**src/rtl/pipe_hazard_ctrl_pkg.sv**
```systemverilog
// Shared constants for the pipeline hazard controller:
// forwarding selects and sequencer state encoding.
package pipe_ctrl_pkg;

    localparam logic [1:0] FWD_RF  = 2'b00;
    localparam logic [1:0] FWD_WB  = 2'b01;
    localparam logic [1:0] FWD_MEM = 2'b10;

    localparam logic [1:0] ST_RUN      = 2'd0;
    localparam logic [1:0] ST_MEM_WAIT = 2'd1;
    localparam logic [1:0] ST_ERR      = 2'd2;

endpackage

```
**src/rtl/pipe_hazard_ctrl_if.sv**
```systemverilog
// Pipeline-side bundle of the hazard controller.
// master = pipeline registers, slave = controller.
interface pipe_hazard_ctrl_if #(
    parameter int CNT_W = 32
);
    logic [4:0]       id_rs1;
    logic [4:0]       id_rs2;
    logic             id_use_rs1;
    logic             id_use_rs2;
    logic [4:0]       ex_rs1;
    logic [4:0]       ex_rs2;
    logic [4:0]       ex_rd;
    logic             ex_memread;
    logic             ex_redirect;
    logic [4:0]       mem_rd;
    logic             mem_regwrite;
    logic [4:0]       wb_rd;
    logic             wb_regwrite;
    logic             dm_req;
    logic             dm_ready;
    logic             pc_en;
    logic             ifid_en;
    logic             idex_en;
    logic             exmem_en;
    logic             memwb_en;
    logic             ifid_flush;
    logic             idex_flush;
    logic [1:0]       fwd_a;
    logic [1:0]       fwd_b;
    logic             err;
    logic [CNT_W-1:0] stall_cycles;
    logic [CNT_W-1:0] flush_events;

    modport master (
        output id_rs1, id_rs2, id_use_rs1, id_use_rs2,
        output ex_rs1, ex_rs2, ex_rd, ex_memread, ex_redirect,
        output mem_rd, mem_regwrite, wb_rd, wb_regwrite,
        output dm_req, dm_ready,
        input  pc_en, ifid_en, idex_en, exmem_en, memwb_en,
        input  ifid_flush, idex_flush, fwd_a, fwd_b, err,
        input  stall_cycles, flush_events
    );

    modport slave (
        input  id_rs1, id_rs2, id_use_rs1, id_use_rs2,
        input  ex_rs1, ex_rs2, ex_rd, ex_memread, ex_redirect,
        input  mem_rd, mem_regwrite, wb_rd, wb_regwrite,
        input  dm_req, dm_ready,
        output pc_en, ifid_en, idex_en, exmem_en, memwb_en,
        output ifid_flush, idex_flush, fwd_a, fwd_b, err,
        output stall_cycles, flush_events
    );
endinterface

```
**src/rtl/pipe_hazard_ctrl_fwd_unit.sv**
```systemverilog
// EX operand forwarding compare for one operand.
// MEM result is younger than WB, so it wins; x0 never forwards.
import pipe_ctrl_pkg::*;

module fwd_unit (
    input  logic [4:0] i_ex_rs,
    input  logic [4:0] i_mem_rd,
    input  logic       i_mem_regwrite,
    input  logic [4:0] i_wb_rd,
    input  logic       i_wb_regwrite,
    output logic [1:0] o_sel
);
    logic w_mem_hit;
    logic w_wb_hit;

    assign w_mem_hit = i_mem_regwrite && (i_mem_rd != 5'd0)
                       && (i_mem_rd == i_ex_rs);
    assign w_wb_hit  = i_wb_regwrite && (i_wb_rd != 5'd0)
                       && (i_wb_rd == i_ex_rs);

    // pick the youngest producer of the operand
    always_comb begin
        o_sel = FWD_RF;
        if (w_mem_hit)
            o_sel = FWD_MEM;
        else if (w_wb_hit)
            o_sel = FWD_WB;
    end
endmodule

```
**src/rtl/pipe_hazard_ctrl.sv**
```systemverilog
// 5-stage pipeline sequencer: stage enables, flushes, forwarding.
// Optional perf counters: define PIPE_PERF_CNT_EN.
import pipe_ctrl_pkg::*;

module pipe_hazard_ctrl #(
    parameter int MEM_TIMEOUT = 16,
    parameter int CNT_W       = 32
) (
    input  logic               clk,
    input  logic               rstn,
    pipe_hazard_ctrl_if.slave  bus
);
    localparam logic [7:0] TO_LAST = 8'(MEM_TIMEOUT - 1);

    logic [1:0] r_state;
    logic [7:0] r_wait_cnt;
    logic       w_hold;
    logic       w_lu;
    logic       w_in_err;
    logic [4:0] w_en;
    logic       w_ifid_fl;
    logic       w_idex_fl;
    logic       w_redir_app;
    logic [1:0] w_fwd_a;
    logic [1:0] w_fwd_b;

    assign w_hold   = bus.dm_req & ~bus.dm_ready;
    assign w_in_err = (r_state == ST_ERR);
    assign w_lu     = bus.ex_memread && (bus.ex_rd != 5'd0)
                      && ((bus.id_use_rs1 && (bus.id_rs1 == bus.ex_rd))
                       || (bus.id_use_rs2 && (bus.id_rs2 == bus.ex_rd)));

    // priority: reset/ERR > memory hold > redirect > load-use > normal
    always_comb begin
        w_en        = 5'b00000;
        w_ifid_fl   = 1'b0;
        w_idex_fl   = 1'b0;
        w_redir_app = 1'b0;
        if (!rstn || w_in_err || w_hold) begin
            w_en = 5'b00000;
        end else if (bus.ex_redirect) begin
            w_en        = 5'b11111;
            w_ifid_fl   = 1'b1;
            w_idex_fl   = 1'b1;
            w_redir_app = 1'b1;
        end else if (w_lu) begin
            w_en      = 5'b00111;
            w_idex_fl = 1'b1;
        end else begin
            w_en = 5'b11111;
        end
    end

    // RUN -> MEM_WAIT on a stalled access, MEM_WAIT -> ERR on timeout
    always_ff @(posedge clk or negedge rstn) begin
        if (!rstn) begin
            r_state    <= ST_RUN;
            r_wait_cnt <= 8'd0;
        end else begin
            case (r_state)
                ST_RUN: begin
                    if (w_hold) begin
                        r_state    <= ST_MEM_WAIT;
                        r_wait_cnt <= 8'd1;
                    end
                end
                ST_MEM_WAIT: begin
                    if (!w_hold) begin
                        r_state    <= ST_RUN;
                        r_wait_cnt <= 8'd0;
                    end else if (r_wait_cnt == TO_LAST) begin
                        r_state <= ST_ERR;
                    end else begin
                        r_wait_cnt <= r_wait_cnt + 8'd1;
                    end
                end
                ST_ERR: r_state <= ST_ERR;
                default: begin
                    r_state    <= ST_RUN;
                    r_wait_cnt <= 8'd0;
                end
            endcase
        end
    end

    fwd_unit u_fwd_a (
        .i_ex_rs        (bus.ex_rs1),
        .i_mem_rd       (bus.mem_rd),
        .i_mem_regwrite (bus.mem_regwrite),
        .i_wb_rd        (bus.wb_rd),
        .i_wb_regwrite  (bus.wb_regwrite),
        .o_sel          (w_fwd_a)
    );

    fwd_unit u_fwd_b (
        .i_ex_rs        (bus.ex_rs2),
        .i_mem_rd       (bus.mem_rd),
        .i_mem_regwrite (bus.mem_regwrite),
        .i_wb_rd        (bus.wb_rd),
        .i_wb_regwrite  (bus.wb_regwrite),
        .o_sel          (w_fwd_b)
    );

    assign bus.pc_en      = w_en[4];
    assign bus.ifid_en    = w_en[3];
    assign bus.idex_en    = w_en[2];
    assign bus.exmem_en   = w_en[1];
    assign bus.memwb_en   = w_en[0];
    assign bus.ifid_flush = w_ifid_fl;
    assign bus.idex_flush = w_idex_fl;
    assign bus.fwd_a      = rstn ? w_fwd_a : FWD_RF;
    assign bus.fwd_b      = rstn ? w_fwd_b : FWD_RF;
    assign bus.err        = w_in_err;

`ifdef PIPE_PERF_CNT_EN
    logic [CNT_W-1:0] r_stall_cycles;
    logic [CNT_W-1:0] r_flush_events;

    // count frozen-PC cycles and applied redirects, wrapping
    always_ff @(posedge clk or negedge rstn) begin
        if (!rstn) begin
            r_stall_cycles <= '0;
            r_flush_events <= '0;
        end else begin
            if (!w_en[4])
                r_stall_cycles <= r_stall_cycles + CNT_W'(1);
            if (w_redir_app)
                r_flush_events <= r_flush_events + CNT_W'(1);
        end
    end

    assign bus.stall_cycles = r_stall_cycles;
    assign bus.flush_events = r_flush_events;
`else
    logic w_unused;
    assign w_unused         = w_redir_app;
    assign bus.stall_cycles = '0;
    assign bus.flush_events = '0;
`endif
endmodule

```
**src/flat_wrapper.sv**
```systemverilog
// flat-port wrapper written by rule: the top's interface ports become plain ports
module pipe_hazard_ctrl_flat 
#(
    parameter int MEM_TIMEOUT = 16,
    parameter int CNT_W       = 32
)
  (clk, rstn, bus_id_rs1, bus_id_rs2, bus_id_use_rs1, bus_id_use_rs2, bus_ex_rs1, bus_ex_rs2, bus_ex_rd, bus_ex_memread, bus_ex_redirect, bus_mem_rd, bus_mem_regwrite, bus_wb_rd, bus_wb_regwrite, bus_dm_req, bus_dm_ready, bus_pc_en, bus_ifid_en, bus_idex_en, bus_exmem_en, bus_memwb_en, bus_ifid_flush, bus_idex_flush, bus_fwd_a, bus_fwd_b, bus_err, bus_stall_cycles, bus_flush_events);
  pipe_hazard_ctrl_if #(.CNT_W(CNT_W)) bus_i ();
  input  logic clk;
  input  logic rstn;
  input wire logic [$bits(bus_i.id_rs1)-1:0] bus_id_rs1;
  input wire logic [$bits(bus_i.id_rs2)-1:0] bus_id_rs2;
  input wire logic [$bits(bus_i.id_use_rs1)-1:0] bus_id_use_rs1;
  input wire logic [$bits(bus_i.id_use_rs2)-1:0] bus_id_use_rs2;
  input wire logic [$bits(bus_i.ex_rs1)-1:0] bus_ex_rs1;
  input wire logic [$bits(bus_i.ex_rs2)-1:0] bus_ex_rs2;
  input wire logic [$bits(bus_i.ex_rd)-1:0] bus_ex_rd;
  input wire logic [$bits(bus_i.ex_memread)-1:0] bus_ex_memread;
  input wire logic [$bits(bus_i.ex_redirect)-1:0] bus_ex_redirect;
  input wire logic [$bits(bus_i.mem_rd)-1:0] bus_mem_rd;
  input wire logic [$bits(bus_i.mem_regwrite)-1:0] bus_mem_regwrite;
  input wire logic [$bits(bus_i.wb_rd)-1:0] bus_wb_rd;
  input wire logic [$bits(bus_i.wb_regwrite)-1:0] bus_wb_regwrite;
  input wire logic [$bits(bus_i.dm_req)-1:0] bus_dm_req;
  input wire logic [$bits(bus_i.dm_ready)-1:0] bus_dm_ready;
  output wire logic [$bits(bus_i.pc_en)-1:0] bus_pc_en;
  output wire logic [$bits(bus_i.ifid_en)-1:0] bus_ifid_en;
  output wire logic [$bits(bus_i.idex_en)-1:0] bus_idex_en;
  output wire logic [$bits(bus_i.exmem_en)-1:0] bus_exmem_en;
  output wire logic [$bits(bus_i.memwb_en)-1:0] bus_memwb_en;
  output wire logic [$bits(bus_i.ifid_flush)-1:0] bus_ifid_flush;
  output wire logic [$bits(bus_i.idex_flush)-1:0] bus_idex_flush;
  output wire logic [$bits(bus_i.fwd_a)-1:0] bus_fwd_a;
  output wire logic [$bits(bus_i.fwd_b)-1:0] bus_fwd_b;
  output wire logic [$bits(bus_i.err)-1:0] bus_err;
  output wire logic [$bits(bus_i.stall_cycles)-1:0] bus_stall_cycles;
  output wire logic [$bits(bus_i.flush_events)-1:0] bus_flush_events;
  assign bus_i.id_rs1 = bus_id_rs1;
  assign bus_i.id_rs2 = bus_id_rs2;
  assign bus_i.id_use_rs1 = bus_id_use_rs1;
  assign bus_i.id_use_rs2 = bus_id_use_rs2;
  assign bus_i.ex_rs1 = bus_ex_rs1;
  assign bus_i.ex_rs2 = bus_ex_rs2;
  assign bus_i.ex_rd = bus_ex_rd;
  assign bus_i.ex_memread = bus_ex_memread;
  assign bus_i.ex_redirect = bus_ex_redirect;
  assign bus_i.mem_rd = bus_mem_rd;
  assign bus_i.mem_regwrite = bus_mem_regwrite;
  assign bus_i.wb_rd = bus_wb_rd;
  assign bus_i.wb_regwrite = bus_wb_regwrite;
  assign bus_i.dm_req = bus_dm_req;
  assign bus_i.dm_ready = bus_dm_ready;
  assign bus_pc_en = bus_i.pc_en;
  assign bus_ifid_en = bus_i.ifid_en;
  assign bus_idex_en = bus_i.idex_en;
  assign bus_exmem_en = bus_i.exmem_en;
  assign bus_memwb_en = bus_i.memwb_en;
  assign bus_ifid_flush = bus_i.ifid_flush;
  assign bus_idex_flush = bus_i.idex_flush;
  assign bus_fwd_a = bus_i.fwd_a;
  assign bus_fwd_b = bus_i.fwd_b;
  assign bus_err = bus_i.err;
  assign bus_stall_cycles = bus_i.stall_cycles;
  assign bus_flush_events = bus_i.flush_events;
  pipe_hazard_ctrl #(.MEM_TIMEOUT(MEM_TIMEOUT), .CNT_W(CNT_W)) u_core (.clk(clk), .rstn(rstn), .bus(bus_i));
endmodule
```
**config.mk**
```make
export PLATFORM = sky130hd
export DESIGN_NAME = pipe_hazard_ctrl_flat
export DESIGN_NICKNAME = d
export VERILOG_FILES = /design/src/rtl/pipe_hazard_ctrl_pkg.sv /design/src/rtl/pipe_hazard_ctrl_if.sv /design/src/rtl/pipe_hazard_ctrl_fwd_unit.sv /design/src/rtl/pipe_hazard_ctrl.sv /design/src/flat_wrapper.sv
export SDC_FILE = /design/constraint.sdc
export NUM_CORES = 1
export LEC_CHECK = 0
export ABC_CLOCK_PERIOD_IN_PS = 1720
export BUFFER_PORTS_ARGS = -buffer_cell sky130_fd_sc_hd__buf_2
export CORE_AREA = 2 2 69 71
export DETAILED_ROUTE_END_ITERATION = 6
export DIE_AREA = 0 0 71 73
export PLACE_DENSITY_LB_ADDON = 0.05
export SYNTH_ARGS = -nofsm -noshare
export SYNTH_HDL_FRONTEND = slang
export SYNTH_HIERARCHICAL = 1
export SYNTH_SLANG_ARGS = --single-unit
```
**constraint.sdc**
```tcl
create_clock -name clk -period 1.72 [get_ports clk]
set_clock_uncertainty 0.2 [all_clocks]
set_input_delay 0.344 -clock clk [delete_from_list [all_inputs] [get_ports clk]]
set_output_delay 0.344 -clock clk [all_outputs]
set_load 0.05 [all_outputs]
```
==> impl_metrics.tcl <==
set metrics [dict create \
    final.min_clock_period_ps 2160 \
    grt_first_pass_wirelength_mm 5.65 \
    wirelength_mm 3.75 \
    finalInstanceArea_mm2 0.00241 \
    ys_types 43 \
    synth_top_area_frac 0.326 \
    postSynthCellCount 190 \
    gp_congestion 0.805 \
    routedWlPerCell_um 11.6 \
    antenna_found_initial 0 \
    synth_top_cell_by_area "buf_4" \
    dr_total_vias 1411 \
    die_y_um 73 \
    routed_via_density 4.38 \
    cts.sinks 10 \
    status "complete, but fails checks" \
    vdd_drop_max_uv 323 \
    synth_common_cells "69 x buf_4, 16 x xor2_1, 12 x xnor2_1, 10 x dfrtp_1, 8 x nand2_1" \
    violations "negative setup slack" \
    path_class "in2out" \
    clock_latency_ps 230 \
    clockBufferDepth 2 \
    synth_edf_count 0 \
    yosys_register_bits 10 \
    netSwitchingPower_uw 602 \
    worst_slack_ps -439 \
    yosysSeqAreaShare 0.157 \
    timing.fmax_ghz 0.463 \
    yosys-top-cells-area "buf_4 33%, dfrtp_1 16%, xor2_1 8.8%" \
    die_x_um 71 \
    overflow 0 \
    drv_slew 0 \
    finalSetupViolCount 11 \
    postRouteAntennaNets 0 \
    synth_top_flop_cell "dfrtp_1" \
    maxCapViolCount 0 \
    rows 25 \
    ctsHtreeMaxLevel 1 \
    p_clk_frac 0.196 \
    synthesis.area_mm2 0.00159 \
    power.density_mw_per_mm2 513 \
    placed_cell_area_mm2 0.00188 \
    grt_max_degree 9 \
    fin_setup_tns_ps -2030 \
    grt_pass1_vias 1285 \
    combPwrFrac 0.599 \
    period_share 1.26 \
    path_cells "buf_6, xor2_2, nor4_2, a32oi_2, o31a_4, buf_8" \
    core_area_mm2 0.00454 \
    hold_violations 0 \
    crit_path_max_incr_delay_ps 370 \
    drive_above_1_share 0.474 \
    post-synth-top-count-cell "buf_4" \
    startpoint_type "input pin" \
    async_flop_share 1.00 \
    leakagePower_nw 1.17 \
    area_growth_pct 51.6 \
    grt_util_all_layers 0.136 \
    cp.arrival_ps 1610 \
    path_buf_inv 2 \
    cts_tree "yes" \
    yosys_warnings 6 \
    worstHoldPathType "in2reg" \
    rsz0062_at_grt "true" \
    p_int_uw 634 \
    dr.pass1.iters 4 \
    antenna_cells 0 \
    cts_buffers 3 \
    p_sw_frac 0.487 \
    place_inst 314 \
    path_clk_slew_ps 50 \
    crit_family "compound AO/OA/AOI/OAI gates" \
    start_util 0.350 \
    dp_hpwl_mm 2.95 \
    worstPathMaxFanout 2 \
    stdcell_count 322 \
    ios 121 \
    cts_root_buffer "clkbuf_8" \
    layout.nets 316 \
    port_buffers 56 \
    syn-mean-instance-area_um2 8.36 \
    drtIter0Drc 26 \
    die_area_mm2 0.00518 \
    cp.required_ps 1180 \
    seqPwrFrac 0.206 \
    worst_setup_path_end_kind "output pin" \
    drc 0 \
    cpMaxStageDelayCell "o31a_4" \
]
==> cells in the final DEF (no fill, tap or decap), drive strengths merged, types with 3 or more instances in the layout <==
| cell | count |
|---|---|
| nand3 | 6 |
| a31oi | 4 |
| nor4 | 5 |
| and2 | 6 |
| conb | 64 |
| a21oi | 3 |
| nor3 | 7 |
| nand2 | 8 |
| clkbuf | 3 |
| and3 | 4 |
| o21ai | 7 |
| xor2 | 16 |
| xnor2 | 12 |
| buf | 81 |
| dfrtp | 10 |
| nor2 | 5 |
==> power groups by stage <==
stage / registers [mW] / clock network, mW / logic, mW
floorplan: 0.258 / 0 / 0.594
global placement: 0.258 / 0 / 0.627
detailed placement: 0.258 / 0 / 0.626
CTS: 0.254 / 0.252 / 0.709
global route: 0.255 / 0.267 / 0.779
finish: 0.254 / 0.242 / 0.740
==> logic make-up after synthesis <==
kind of cell | share of synthesized area
flip-flops | 0.157
buffers and inverters | 0.335
XOR/XNOR | 0.154
adder cells (fa/ha/maj) | 0.00787
AND/OR/NAND/NOR | 0.204
AO/OA/AOI/OAI | 0.139
other | 0.00236
==> worst min-delay path: stages <==
cell	delay, ps
buf_2	80
buf_4	120
or3b_4	140
a31oi_4	40
==> final timing paths <==
kind | cells past startpoint | slack, ps | endpoint | startpoint
max | 6 | -440 | bus_pc_en | bus_id_rs2[2]
min | 4 | 340 | u_core/r_state[0] | bus_dm_ready
max reg2reg | 6 | 20 | u_core/r_wait_cnt[0] | u_core/r_state[1]
min reg2reg | 1 | 340 | u_core/r_wait_cnt[1] | u_core/r_wait_cnt[1]
max in group asynchronous | 3 | 680 | u_core/r_wait_cnt[2] | rstn
min in group asynchronous | 3 | 450 | u_core/r_state[1] | rstn
==> metal layers <==
metal  global-route usage  routed length, µm
met1                0.155               1460
met2                0.259               1950
met3               0.0304                327
met4               0.0314                 14
met5                    0                  0
==> stage by stage <==
| stage | hold WS [ps] | total power [mW] | setup WS (ps) | util |
|---|---|---|---|---|
| 2_1_floorplan | -152 | 0.852 | -412 | - |
| 3_3_place_gp | 78.9 | 0.885 | -516 | 0.415 |
| 3_5_place_dp | 79.0 | 0.883 | -512 | 0.415 |
| 4_1_cts | 326 | 1.22 | -447 | 0.502 |
| 5_1_grt | 341 | 1.30 | -499 | 0.531 |
| 6_report | 339 | 1.24 | -439 | 0.531 |
==> state kept, by name (all words and copies together) (netlist names) <==
| signal | flops |
|---|---|
| u_core/r_state | 2 |
| u_core/r_wait_cnt | 8 |
==> final cells by class <==
class	count	area (µm²)
Inverter	1	3.75
Clock buffer	3	41.3
Multi-Input combinational cell	171	1290
Tap cell	54	67.6
Sequential cell	10	250
Fill cell	383	2130
Timing Repair Buffer	83	754
==> timing repair <==
item	4_1_cts	5_1_grt
pin swaps	31	21
hold endpoints to repair	5	0
gates resized for setup	82	25
hold buffers	2	0
cloned	0	0
endpoints found under the setup margin	12	18
buffers inserted	1	4
Power figures use the tool's default switching activity.
